**src/rtl/machine_d_event_logger.sv**
```systemverilog
// Event logger for machine_d: counts rising edges of F and queues the concurrent S value in a FWFT FIFO.
// Optional macro LOGGER_TIMESTAMP_EN prepends a free-running cycle timestamp to each entry.
module machine_d_event_logger #(
   parameter int CNT_W = 8,
   parameter int DEPTH = 4,
   parameter int TS_W  = 8
) (
   input  logic                     CLK,
   input  logic                     RESET,
   input  logic                     F,
   input  logic [2:0]               S,
   input  logic                     clr,
   input  logic                     rd_ready,
   output logic                     rd_valid,
`ifdef LOGGER_TIMESTAMP_EN
   output logic [TS_W+2:0]          rd_data,
`else
   output logic [2:0]               rd_data,
`endif
   output logic [$clog2(DEPTH):0]   level,
   output logic [CNT_W-1:0]         event_count,
   output logic                     overflow
);

   localparam int AW = $clog2(DEPTH);
   localparam int LW = AW + 1;
`ifdef LOGGER_TIMESTAMP_EN
   localparam int EW = TS_W + 3;
`else
   localparam int EW = 3;
`endif

   if ((DEPTH < 2) || ((DEPTH & (DEPTH - 1)) != 0) || (TS_W < 1)) begin : g_bad_param
      $error("machine_d_event_logger: DEPTH must be a power of two >= 2 and TS_W >= 1");
   end

   logic              f_q;
   logic [AW-1:0]     wr_ptr_q, wr_ptr_d;
   logic [AW-1:0]     rd_ptr_q, rd_ptr_d;
   logic [LW-1:0]     level_q, level_d;
   logic [CNT_W-1:0]  event_count_q, event_count_d;
   logic              overflow_q, overflow_d;
   logic [EW-1:0]     mem_q [DEPTH];
   logic [EW-1:0]     entry;
   logic              rise, pop, mem_we;

`ifdef LOGGER_TIMESTAMP_EN
   logic [TS_W-1:0]   ts_q, ts_d;

   assign entry = {ts_q, S};

   always_comb begin
      ts_d = ts_q + TS_W'(1);
      if (clr) ts_d = '0;
   end

   always_ff @(posedge CLK or negedge RESET) begin
      if (!RESET) ts_q <= '0;
      else        ts_q <= ts_d;
   end
`else
   assign entry = S;
`endif

   assign rise     = F & ~f_q;
   assign rd_valid = (level_q != '0);
   assign pop      = rd_valid & rd_ready;

   always_comb begin
      wr_ptr_d      = wr_ptr_q;
      rd_ptr_d      = rd_ptr_q;
      level_d       = level_q;
      event_count_d = event_count_q;
      overflow_d    = overflow_q;
      mem_we        = 1'b0;
      if (clr) begin
         wr_ptr_d      = '0;
         rd_ptr_d      = '0;
         level_d       = '0;
         event_count_d = '0;
         overflow_d    = 1'b0;
      end else begin
         if (rise && (event_count_q != '1))
            event_count_d = event_count_q + CNT_W'(1);
         // A pop frees the head slot this edge, so push+pop never overflows even when full.
         if (rise && pop) begin
            mem_we   = 1'b1;
            wr_ptr_d = wr_ptr_q + AW'(1);
            rd_ptr_d = rd_ptr_q + AW'(1);
         end else if (rise) begin
            if (level_q == LW'(DEPTH)) begin
               overflow_d = 1'b1;
            end else begin
               mem_we   = 1'b1;
               wr_ptr_d = wr_ptr_q + AW'(1);
               level_d  = level_q + LW'(1);
            end
         end else if (pop) begin
            rd_ptr_d = rd_ptr_q + AW'(1);
            level_d  = level_q - LW'(1);
         end
      end
   end

   always_ff @(posedge CLK or negedge RESET) begin
      if (!RESET) begin
         f_q           <= 1'b0;
         wr_ptr_q      <= '0;
         rd_ptr_q      <= '0;
         level_q       <= '0;
         event_count_q <= '0;
         overflow_q    <= 1'b0;
      end else begin
         f_q           <= F;
         wr_ptr_q      <= wr_ptr_d;
         rd_ptr_q      <= rd_ptr_d;
         level_q       <= level_d;
         event_count_q <= event_count_d;
         overflow_q    <= overflow_d;
      end
   end

   always_ff @(posedge CLK) begin
      if (mem_we) mem_q[wr_ptr_q] <= entry;
   end

   assign rd_data     = mem_q[rd_ptr_q];
   assign level       = level_q;
   assign event_count = event_count_q;
   assign overflow    = overflow_q;

endmodule

```
**config.mk**
```make
export PLATFORM = sky130hd
export DESIGN_NAME = machine_d_event_logger
export DESIGN_NICKNAME = d
export VERILOG_FILES = /design/src/rtl/machine_d_event_logger.sv
export SDC_FILE = /design/constraint.sdc
export NUM_CORES = 1
export LEC_CHECK = 0
export CAP_MARGIN = 20
export CORE_AREA = 2 2 58 60
export DETAILED_ROUTE_END_ITERATION = 6
export DIE_AREA = 0 0 60 62
export PLACE_DENSITY = 0.82
export SLEW_MARGIN = 20
export SYNTH_ARGS = -nofsm -noshare
export SYNTH_HDL_FRONTEND = slang
export SYNTH_SLANG_ARGS = --single-unit
```
**constraint.sdc**
```tcl
create_clock -name CLK -period 1.9 [get_ports CLK]
set_clock_uncertainty 0.2 [all_clocks]
set_input_delay 0.38 -clock CLK [delete_from_list [all_inputs] [get_ports CLK]]
set_output_delay 0.38 -clock CLK [all_outputs]
set_load 0.1 [all_outputs]
```
# After elaboration in Yosys (flattened, before gate mapping)
# Memories as Yosys holds them, arrays and structs flattened.
# Cells that the tools add are included.
totals:
  reg_bits: 17
  mem_bits_rw: 12
  out_inout_bits: 16
  word_cells: 59
  mem_count: 1
op_classes:
  addsub: 5
  eq_ne: 6
  mux: 25
  bitwise_logic: 3
  n_reduce_logical: 13
memory_table:
  columns: ["name", "words", "word_bits", "read_ports", "rd_clocked_by_memory_dff", "write_ports", "line", "text"]
  rows:
  - ["mem_q", 4, 3, 1, 0, 1, "43", "logic [EW-1:0] mem_q [DEPTH];"]
ops:
  columns: ["op", "count"]
  rows:
  - ["$mux 2", 8]
  - ["$mux 8", 2]
  - ["$mux 3", 5]
  - ["$reduce_bool 3->1", 4]
  - ["$mux 1", 10]
  - ["$add 8x1->8 const B", 1]
  - ["$ne 8x8->1 const B", 1]
  - ["$ne 3x3->1 const B", 2]
  - ["$reduce_and 3->1", 2]
  - ["$reduce_bool 2->1", 3]
  - ["$add 2x1->2 const B", 2]
  - ["$reduce_and 2->1", 2]
  - ["$add 3x1->3 const B", 1]
  - ["$eq 3x3->1 const B", 1]
  - ["$ne 3x2->1 const B", 1]
  - ["$sub 3x1->3 const B", 1]
  - ["$and 1x1->1", 2]
  - ["$logic_and 1x1->1", 2]
  - ["$ne 2x2->1 const B", 1]
  - ["$not 1->1", 1]

# Longest topological paths before layout
# Gate-level depths: netlist of run 1.
depth:
  ltp_word: 7
  mapped_depth: 6
  depth_no_buf: 6

# Worst setup path after synthesis of run 1
# OpenSTA, ideal clock, no wires.
synth_timing:
  kind: "register to register"
  from: "reg level_q[0] (netlist: level[0])"
  to: "reg level_q[2] (netlist: level[2])"
  setup_ns: 0.136
  t_arrival_ns: 2.344
  required_time_ns: 1.564
  path_slack_ns: -0.780
  stages_incl_launch_ff: 7
  path_buffers: 1
  path_cell_list: "dfrtp_1 > clkbuf_2 > inv_1 > fa_1 > or3_1 > a31oi_1 > a21oi_1"
synth_between:
  elab_chain_len: 5
  word_cells_on_any_way: 15
  classes_between: "2 x add/sub; 3 x eq/ne; 5 x mux; 1 x bitwise; 4 x reduce/logical"
synth_rtl:
  columns: ["item", "line", "text"]
  rows:
  - ["start: declaration", "40", "logic [LW-1:0] level_q, level_d;"]
  - ["start signal: assignment", "117", "level_q <= level_d;"]
  - ["$sub 3x1->3 (tied with other cells)", "100", "level_d = level_q - LW'(1);"]
  - ["$mux 3 (tied with other cells)", "98", "end else if (pop) begin"]
  - ["$mux 3 or $logic_and 1x1->1 (tied branches)", "90, 86", null]
  - ["$mux 3 or $ne 2x2->1 (tied branches)", null, null]
  - ["$mux 3 or $reduce_and 3->1 (tied branches)", null, null]
# Several ways; a longest one is shown, not always the timed one. The select of a mux whose other input is x is not followed.
# A chain may end at the register's enable or synchronous reset.

# Worst setup path in the final report of run 1
layout_timing:
  from: "reg rd_ptr_q[0]"
  to: "out rd_data[0]"
layout_between:
  elab_chain_len: 1
layout_rtl:
  columns: ["item", "line", "text"]
  rows:
  - ["start: declaration", "39", "logic [AW-1:0] rd_ptr_q, rd_ptr_d;"]
  - ["start signal: assignment", "116", "rd_ptr_q <= rd_ptr_d;"]
  - ["$mem_v2 4x3", null, null]
  - ["end: declaration", "18", "output logic [2:0] rd_data,"]
# Every way passes these cells.

==> impl_metrics.yaml, run 1 <==
outcome:
  status: "complete, but fails checks"
  failed_checks: "negative setup slack"
floorplanning:
  io_pins: 24
  start_util_pct: 44.39
  fp.coreArea_um2: 3179
  dieArea_um2: 3720
  die_x_um: 60
  die_h_um: 62
  placementRows: 21
yosys:
  synth.avg_cell_area_um2: 11.86
  synth-edff-count: 12
  async_reset_ff_share_pct: 58.62
  yosys-top-cells-count: "dfrtp_1 (17), edfxtp_1 (12), nor2_1 (10), inv_1 (7), a21oi_1 (6)"
  yosys.area.top_type: "dfrtp_1"
  yosysSeqAreaShare_pct: 55.67
  yosysMostFrequentCell: "dfrtp_1"
  yosys_most_used_dff: "dfrtp_1"
  synthesis.area_um2: 1411
  synth_nets: 133
  synth_area_leaders: "dfrtp_1 (30%), edfxtp_1 (26%), mux4_2 (4.8%), ha_1 (4.4%), nor2_1 (2.7%)"
  synth_top_area_share_pct: 30.14
  synth_cell_type_count: 39
  synth_seq_cells: 29
  synth_cells: 119
  synth_warnings: 0
global_routing:
  grt_pass1_wl_um: 5099
  grt_pass1_vias: 1197
  overflow: 0
  grt_use_total_pct: 18.90
  grt_max_degree: 18
  antenna_found_initial: 0
pwr:
  peakVddDrop_uv: 448.2
  comb_power_share_pct: 41.3
  switching_share_pct: 36.93
  seq_power_share_pct: 35.1
  clkPwrFrac_pct: 23.6
  p_leak_nw: 0.8278
  switching_power_mw: 0.7816
  p_int_mw: 1.335
  pwr_density_cell_nw_per_um2: 991.3
detailed_routing:
  firstDrtPassIters: 4
  drt-wirelength-per-cell_um: 15.00
  viasPerCell: 5.111
  drtAntennaViolNets: 0
  route.detailed.drc: 0
  wl_met2_um: 1684
  wl_met3_um: 123
  drt-total-wl_um: 3121
  vias: 1063
  drtIter0Drc: 24
  top_layer: "met4"
  drt-met1-wl_um: 1263
cts:
  cts_buffer_depth: 2
  cts-root-buf: "clkbuf_4"
  cts_htree_levels: 2
  clkTransAtPathRegs_ps: 110
  cts_made_buffers: 5
  cts_tree: "built"
  numClockSinks: 29
  insertion_delay_ps: 330
  hold_buffers: 0
placed_design:
  dpl.hpwl_um: 2179
  place_ws_ps: -477.7
  port_buffers: 23
  gp_congestion: 0.8403
critical_path:
  reg2regPathDepth: 6
  worst-r2r-setup-slack_ps: 0
  startpoint_type: "flop"
  end_kind: "output port"
  cp_max_fo: 4
  timing.rr.start: "level[0]"
  critPathArrivalTime_ps: 1510
  timing.rr.end: "level[0]"
  crit_type: "flop to output port"
  critPathRequiredTime_ps: 1320
timing:
  hold_ws_ps: 158.5
  setup_viol: 5
  worst_slack_ps: -194.1
  finalSetupTns_ps: -653.0
  fin_crit_ps: 2094
  max_slew_margin_pct: 78.03
  clock.fmax_mhz: 477.5
  worst_slew_pin_slew_ps: 326.8
  rsz0062_at_grt: "yes"
  fin_crit_sh_pct: 110.2
  hold_viol_final: 0
  maxSlewViolCount: 0
cells_and_area:
  multi_input_area_um2: 626.9
  area_growth_syn_to_layout_pct: 51.24
  fillerInstances: 230
  layout.nets: 175
  register_area_um2: 810.8
  antenna-diode-count: 0
  drive_above_1_share_pct: 42.59
job:
  cap_violations: 0
worst_hold_path:
  hold_path_class: "input port to async pin"
flip-flops by register name, summed over array words and instances (netlist names):
signal and count:
event_count 8, f_q 1, level 3, mem_q 12
overflow 1, rd_ptr_q 2, wr_ptr_q 2
placed cells by master, fill, tap and decap left out, drive strengths merged, types with 4 or more instances in the layout:
cell type / instances
nand2: 5
edfxtp: 12
clkdlybuf4s50: 6
clkbuf: 5
ha: 5
o21ai: 5
buf: 33
a21oi: 6
nor2: 10
or3: 5
and2: 4
dfrtp: 17
nand3: 6
inv: 7
worst max path at each step:
stage                startpoint    endpoint  slack (ps)  depth (start not counted)
floorplan              level[0]    level[2]        -240                          6
global placement              F    level[2]        -440                          7
detailed placement            F    level[2]        -480                          7
CTS                 rd_ptr_q[0]  rd_data[0]        -210                          2
global route        rd_ptr_q[0]  rd_data[1]        -250                          2
finish              rd_ptr_q[0]  rd_data[0]        -190                          2
area by class of cell:
cell class | instances | share of cell area, %
sequential | 29 | 37.98
timing repair buffer | 40 | 24.91
clock inverter | 3 | 1.934
multi-input combinational | 78 | 29.37
clock buffer | 5 | 1.758
tap | 46 | 2.696
inverter | 7 | 1.348
layer usage:
metal / track usage [%] / vias to the layer above
met2: 34.16 / 26
met3: 4.762 / 6
met5: 0 / -
met1: 20.35 / 518
met4: 10.16 / 0
li1: - / 513
critical path, stage by stage, from the launching register on:
cell	delay (ps)
dfrtp_2	440
mux4_2	550
buf_12	190
power by group through the flow:
stage,clock network (mW),registers (mW),logic [mW]
global route,0.534,0.749,0.923
detailed placement,0,0.767,0.760
floorplan,0,0.864,0.378
global placement,0,0.763,0.743
finish,0.499,0.742,0.875
CTS,0.511,0.739,0.830
per-stage QoR:
stage	cells	util (%)	instance area (um2)	total power, mW
2_1_floorplan	119	-	1449	1.242
3_3_place_gp	194	61.28	1948	1.506
3_5_place_dp	194	61.28	1948	1.527
4_1_cts	207	65.33	2077	2.080
5_1_grt	208	67.14	2135	2.206
6_report	208	67.14	2135	2.116
what timing repair did:
| action | 4_1_cts | 5_1_grt |
|---|---|---|
| pin swaps | 0 | 6 |
| buffers inserted | 5 | 1 |
| endpoints found under the setup margin | 6 | 8 |
| resized for setup | 6 | 11 |
cells by family after synthesis:
family	count (synthesis)	share of synthesized area (%)
DFF	29	55.67
buffers and inverters	12	3.368
and+or+nand+nor	39	15.16
AOI/OAI and AO/OA	23	10.64
muxes	5	6.205
adders and majority gates	6	5.851
xor gates and xnor gates	5	3.103
Power figures use the tool's default switching activity.
==> inputs of run 2 (changes only) <==
--- a/config.mk
+++ b/config.mk
@@ -5,11 +5,12 @@
 export SDC_FILE = /design/constraint.sdc
 export NUM_CORES = 1
 export LEC_CHECK = 0
+export ABC_AREA = 1
 export CAP_MARGIN = 20
-export CORE_AREA = 2 2 58 60
+export CORE_AREA = 2 2 60 62
 export DETAILED_ROUTE_END_ITERATION = 6
-export DIE_AREA = 0 0 60 62
-export PLACE_DENSITY = 0.82
+export DIE_AREA = 0 0 62 64
+export PLACE_DENSITY = 0.81
 export SLEW_MARGIN = 20
 export SYNTH_ARGS = -nofsm -noshare
 export SYNTH_HDL_FRONTEND = slang
==> impl_metrics.yaml, run 2 <==
cts:
  cts_tree: "built"
  cts-root-buf: "clkbuf_4"
  numClockSinks: 29
  cts_made_buffers: 5
  clkTransAtPathRegs_ps: 90
  cts_buffer_depth: 2
  cts_htree_levels: 2
  insertion_delay_ps: 320
timing:
  hold_viol_final: 0
  maxSlewViolCount: 0
  fin_crit_sh_pct: 101.9
  worst_slack_ps: -35.71
  fin_crit_ps: 1936
  rsz0062_at_grt: "yes"
  finalSetupTns_ps: -97.46
  clock.fmax_mhz: 516.6
  worst_slew_pin_slew_ps: 296.9
  setup_viol: 3
  max_slew_margin_pct: 80.13
cells_and_area:
  top_register: "mem_q"
  layout.nets: 219
  mostFrequentLayoutCells: "nand2_1 (47), nor2_1 (17), buf_12 (17)"
  antenna-diode-count: 0
  largest_register_ffs: 12
  layout_commonest_cell: "nand2_1"
  drive_above_1_share_pct: 34.47
  area_growth_syn_to_layout_pct: 44.90
  fillerInstances: 260
critical_path:
  end_kind: "output port"
  critPathCapture: "rd_data[2]"
  cp_cell_sequence: "inv_4 -> nor2_2 -> o22ai_4 -> buf_12"
  crit_type: "flop to output port"
  cp_max_fo: 8
  reg2regPathDepth: 10
  critPathRequiredTime_ps: 1320
  worstSetupStartpoint: "rd_ptr_q[0]"
  critPathArrivalTime_ps: 1360
  worst-r2r-setup-slack_ps: 180
  timing.rr.start: "level[0]"
  timing.rr.end: "level[2]"
  slowest_stage: "dfrtp_2"
  crit_path_max_incr_delay_ps: 490
  startpoint_type: "flop"
floorplanning:
  io_pins: 24
  die_x_um: 62
  start_util_pct: 45.56
  dieArea_um2: 3968
  die_h_um: 64
  placementRows: 21
  fp.coreArea_um2: 3284
pwr:
  total_power_mw: 2.378
  clkPwrFrac_pct: 14.6
  peakVddDrop_uv: 411.3
  seq_power_share_pct: 34.3
  switching_power_mw: 1.088
  pwr_density_cell_nw_per_um2: 1097
  comb_power_share_pct: 51.1
  switching_share_pct: 45.76
  p_leak_nw: 0.9350
  p_int_mw: 1.290
global_routing:
  grt_pass1_wl_um: 5430
  grt_max_degree: 18
  grt_use_total_pct: 18.54
  grt_pass1_vias: 1216
  antenna_found_initial: 0
  overflow: 0
yosys:
  yosys.area.top_type: "dfrtp_1"
  synth.avg_cell_area_um2: 8.961
  yosysSeqAreaShare_pct: 52.51
  yosys-top-cells-count: "nand2_1 (48), nor2_1 (21), inv_1 (18), dfrtp_1 (17), o21ai_0 (13)"
  synth_cells: 167
  synth_seq_cells: 29
  synth_cell_type_count: 23
  yosys_most_used_dff: "dfrtp_1"
  synth_area_leaders: "dfrtp_1 (28%), edfxtp_1 (24%), nand2_1 (12%), nor2_1 (5.3%), inv_1 (4.5%)"
  async_reset_ff_share_pct: 58.62
  synth-edff-count: 12
  synth_nets: 181
  synth_top_area_share_pct: 28.43
  synth_warnings: 0
  yosysMostFrequentCell: "nand2_1"
  synthesis.area_um2: 1496
detailed_routing:
  drtAntennaViolNets: 0
  viasPerCell: 4.734
  drt-total-wl_um: 2961
  route.detailed.drc: 0
  drt-wirelength-per-cell_um: 11.75
  drtIter0Drc: 46
  firstDrtPassIters: 4
  vias: 1193
job:
  cap_violations: 0
worst_hold_path:
  hold_path_class: "input port to async pin"
placed_design:
  dpl.hpwl_um: 2287
  gp_congestion: 0.8182
  port_buffers: 23
outcome:
  failed_checks: "negative setup slack"
  status: "complete, but fails checks"
run 2: cell count changes in the layout (fill, tap and decap cells not counted), moves of 3 or more:
cell / previous run / this run
inv_2: 1 / 4
nor2_2: 0 / 3
buf_4: 13 / 9
nand2_1: 5 / 47
or3_1: 3 / 0
and2_1: 4 / 0
nor2_1: 10 / 17
buf_6: 4 / 0
o21ai_0: 4 / 7
mux4_2: 3 / 0
inv_1: 5 / 15
o22ai_4: 0 / 3
o21ai_2: 0 / 9
run 2: power by group through the flow:
stage / logic (mW) / registers, mW / clock network [mW]
3_3_place_gp: 1.17 / 0.815 / 0
3_5_place_dp: 1.18 / 0.818 / 0
4_1_cts: 1.21 / 0.810 / 0.361
5_1_grt: 1.30 / 0.828 / 0.390
6_report: 1.22 / 0.817 / 0.347
2_1_floorplan: 0.569 / 1.01 / 0
run 2: how the worst min path moves through the flow:
stage,end,cells after the start
after floorplan,event_count[2],0
after global placement,event_count[6],2
after detailed placement,event_count[0],1
after CTS,overflow,2
after global routing,rd_ptr_q[1],2
final,overflow,2
run 2: routing by layer:
layer	routed length [um]	track usage, %	share of wire [%]	vias to the layer above
met5	0	0	0	-
met4	53	7.979	1.8	0
met3	121	5.466	4.1	6
met2	1467	27.73	50	27
met1	1319	24.51	45	542
li1	-	-	-	618
run 2: cells by family after synthesis:
family,Yosys count,share of synthesized area [%]
DFF,29,52.51
AOI/OAI and AO/OA,27,10.79
buffers and inverters,22,6.521
xor gates and xnor gates,1,0.5854
and+or+nand+nor,82,24.08
adders and majority gates,6,5.518
run 2: critical path, delay by kind of cell (launching register included):
| kind | cells | cell delay [ps] |
|---|---|---|
| and+or+nand+nor | 1 | 60 |
| AOI/OAI and AO/OA | 1 | 160 |
| DFF | 1 | 490 |
| buffers and inverters | 2 | 320 |
run 2: stage by stage:
| step | util [%] | hold slack (ps) | setup slack [ps] | instances | cell area, um2 |
|---|---|---|---|---|---|
| after floorplan | - | -115.6 | 26.78 | 167 | 1574 |
| after global placement | 63.31 | 339.3 | -209.9 | 243 | 2079 |
| after detailed placement | 63.31 | 343.0 | -233.0 | 243 | 2079 |
| after CTS | 65.75 | 169.3 | -52.66 | 252 | 2160 |
| after global routing | 66.02 | 167.2 | -115.8 | 252 | 2168 |
| final | 66.02 | 168.1 | -35.71 | 252 | 2168 |
run 2: timing repair:
action	4_1_cts	5_1_grt
pin swaps	3	0
endpoints found under the setup margin	3	5
gates resized for setup	15	4
hold buffers	0	0
setup buffers	1	0
run 2: area by class of cell:
| cell class | instances | area (um2) | area share [%] |
|---|---|---|---|
| Clock buffer | 5 | 37.54 | 1.731 |
| Clock inverter | 3 | 12.51 | 0.5770 |
| Inverter | 20 | 77.57 | 3.578 |
| Multi-Input combinational cell | 116 | 691.9 | 31.91 |
| Sequential cell | 29 | 813.3 | 37.51 |
| Tap cell | 46 | 57.56 | 2.654 |
| Timing Repair Buffer | 33 | 478.0 | 22.04 |
==> inputs of run 3 (changes only) <==
--- a/config.mk
+++ b/config.mk
@@ -11,6 +11,7 @@
 export DETAILED_ROUTE_END_ITERATION = 6
 export DIE_AREA = 0 0 62 64
 export PLACE_DENSITY = 0.81
+export REMOVE_ABC_BUFFERS = 1
 export SLEW_MARGIN = 20
 export SYNTH_ARGS = -nofsm -noshare
 export SYNTH_HDL_FRONTEND = slang
==> impl_metrics.yaml, run 3 (synthesis gave the netlist of run 2 again) <==
critical_path:
  reg2regPathDepth: 10
  critPathArrivalTime_ps: 1460
  worst-r2r-setup-slack_ps: 180
  startpoint_type: "flop"
  crit_type: "flop to output port"
  critPathRequiredTime_ps: 1320
  cp_max_fo: 5
  end_kind: "output port"
  timing.rr.start: "level[0]"
  timing.rr.end: "level[2]"
outcome:
  failed_checks: "negative setup slack"
  status: "complete, but fails checks"
floorplanning:
  die_x_um: 62
  die_h_um: 64
  fp.coreArea_um2: 3284
  dieArea_um2: 3968
  start_util_pct: 45.56
  io_pins: 24
  placementRows: 21
detailed_routing:
  drtIter0Drc: 42
  route.detailed.drc: 0
  firstDrtPassIters: 4
  vias: 1231
  drtAntennaViolNets: 0
  drt-wirelength-per-cell_um: 11.76
  drt-total-wl_um: 3047
  viasPerCell: 4.753
cts:
  cts_buffer_depth: 2
  hold_buffers: 0
  cts_made_buffers: 5
  numClockSinks: 29
  cts_htree_levels: 2
  insertion_delay_ps: 330
  cts_tree: "built"
  clkTransAtPathRegs_ps: 100
  cts-root-buf: "clkbuf_4"
timing:
  rsz0062_at_grt: "yes"
  max_slew_margin_pct: 80.36
  maxSlewViolCount: 0
  fin_crit_ps: 2037
  fin_crit_sh_pct: 107.2
  hold_viol_final: 0
  setup_viol: 3
  worst_slack_ps: -137.2
  worst_slew_pin_slew_ps: 294.6
  clock.fmax_mhz: 490.9
  finalSetupTns_ps: -330.2
pwr:
  p_leak_nw: 0.9859
  peakVddDrop_uv: 418.2
  total_power_mw: 2.391
  pwr_density_cell_nw_per_um2: 1099
placed_design:
  dpl.hpwl_um: 2307
  gp_congestion: 0.7885
  port_buffers: 23
  place_ws_ps: -257.3
global_routing:
  grt_max_degree: 18
  grt_use_total_pct: 17.79
  grt_pass1_vias: 1185
  antenna_found_initial: 0
  overflow: 0
  grt_pass1_wl_um: 5147
cells_and_area:
  antenna-diode-count: 0
  top_register: "mem_q"
  layout_commonest_cell: "nand2_1"
  mostFrequentLayoutCells: "nand2_1 (47), nor2_1 (18), inv_1 (15), buf_12 (15), buf_4 (15)"
  layout.nets: 226
  largest_register_ffs: 12
  drive_above_1_share_pct: 31.92
  area_growth_syn_to_layout_pct: 45.40
job:
  cap_violations: 0
worst_hold_path:
  hold_path_class: "input port to async pin"
[run 3: changes by cell type in the layout (fill, tap and decap cells not counted), sizes merged]
cell | previous run | this run
buf | 26 | 31
clkbuf | 5 | 7
clkinv | 3 | 2
clkinvlp | 0 | 1
[run 3: repair_timing]
item	CTS	global route
endpoints found under the setup margin	4	5
resized for setup	9	17
setup buffers	3	1
hold endpoints to repair	0	0
pin swaps	1	3
[run 3: area by class of cell]
type,count,area (um2)
Clock buffer,5,37.54
Sequential cell,29,790.8
Multi-Input combinational cell,116,650.6
Fill cell,255,1109
Timing Repair Buffer,40,544.3
Inverter,20,77.57
Clock inverter,3,17.52
Tap cell,46,57.56
[run 3: through the flow]
step	instances	instance area, um2	utilization [%]	hold slack [ps]
finish	259	2176	66.25	154.6
global route	259	2176	66.25	153.0
CTS	258	2123	64.65	147.1
detailed placement	247	2019	61.49	372.1
global placement	247	2019	61.49	346.1
floorplan	165	1474	-	-115.6
[run 3: worst max path at each step]
| stage | slack [ps] | startpoint | to | cells after the start |
|---|---|---|---|---|
| 6_report | -140 | rd_ptr_q[0] | rd_data[2] | 5 |
| 3_5_place_dp | -260 | F | level[2] | 12 |
| 3_3_place_gp | -200 | F | level[2] | 12 |
| 2_1_floorplan | -800 | rd_ptr_q[0] | rd_data[0] | 3 |
| 5_1_grt | -180 | rd_ptr_q[0] | rd_data[2] | 5 |
| 4_1_cts | -140 | rd_ptr_q[0] | rd_data[2] | 4 |
[run 3: critical path, stage by stage, from the launching register on]
cell	delay (ps)
dfrtp_2	470
inv_4	100
buf_12	110
o21ai_2	50
o22ai_2	150
clkbuf_16	230
[run 3: report_power, final]
| group | switching, mW | internal [mW] |
|---|---|---|
| sequential | 0.0868 | 0.708 |
| clock | 0.225 | 0.139 |
| combinational | 0.777 | 0.456 |
| total | 1.09 | 1.30 |
[run 3: layer usage]
metal / GRT usage [%] / routed length [um] / up-vias
met2: 26.30 / 1499 / 25
met3: 4.858 / 111 / 5
met5: 0 / 0 / -
met4: 7.713 / 61 / 0
li1: - / - / 629
met1: 24.07 / 1374 / 572
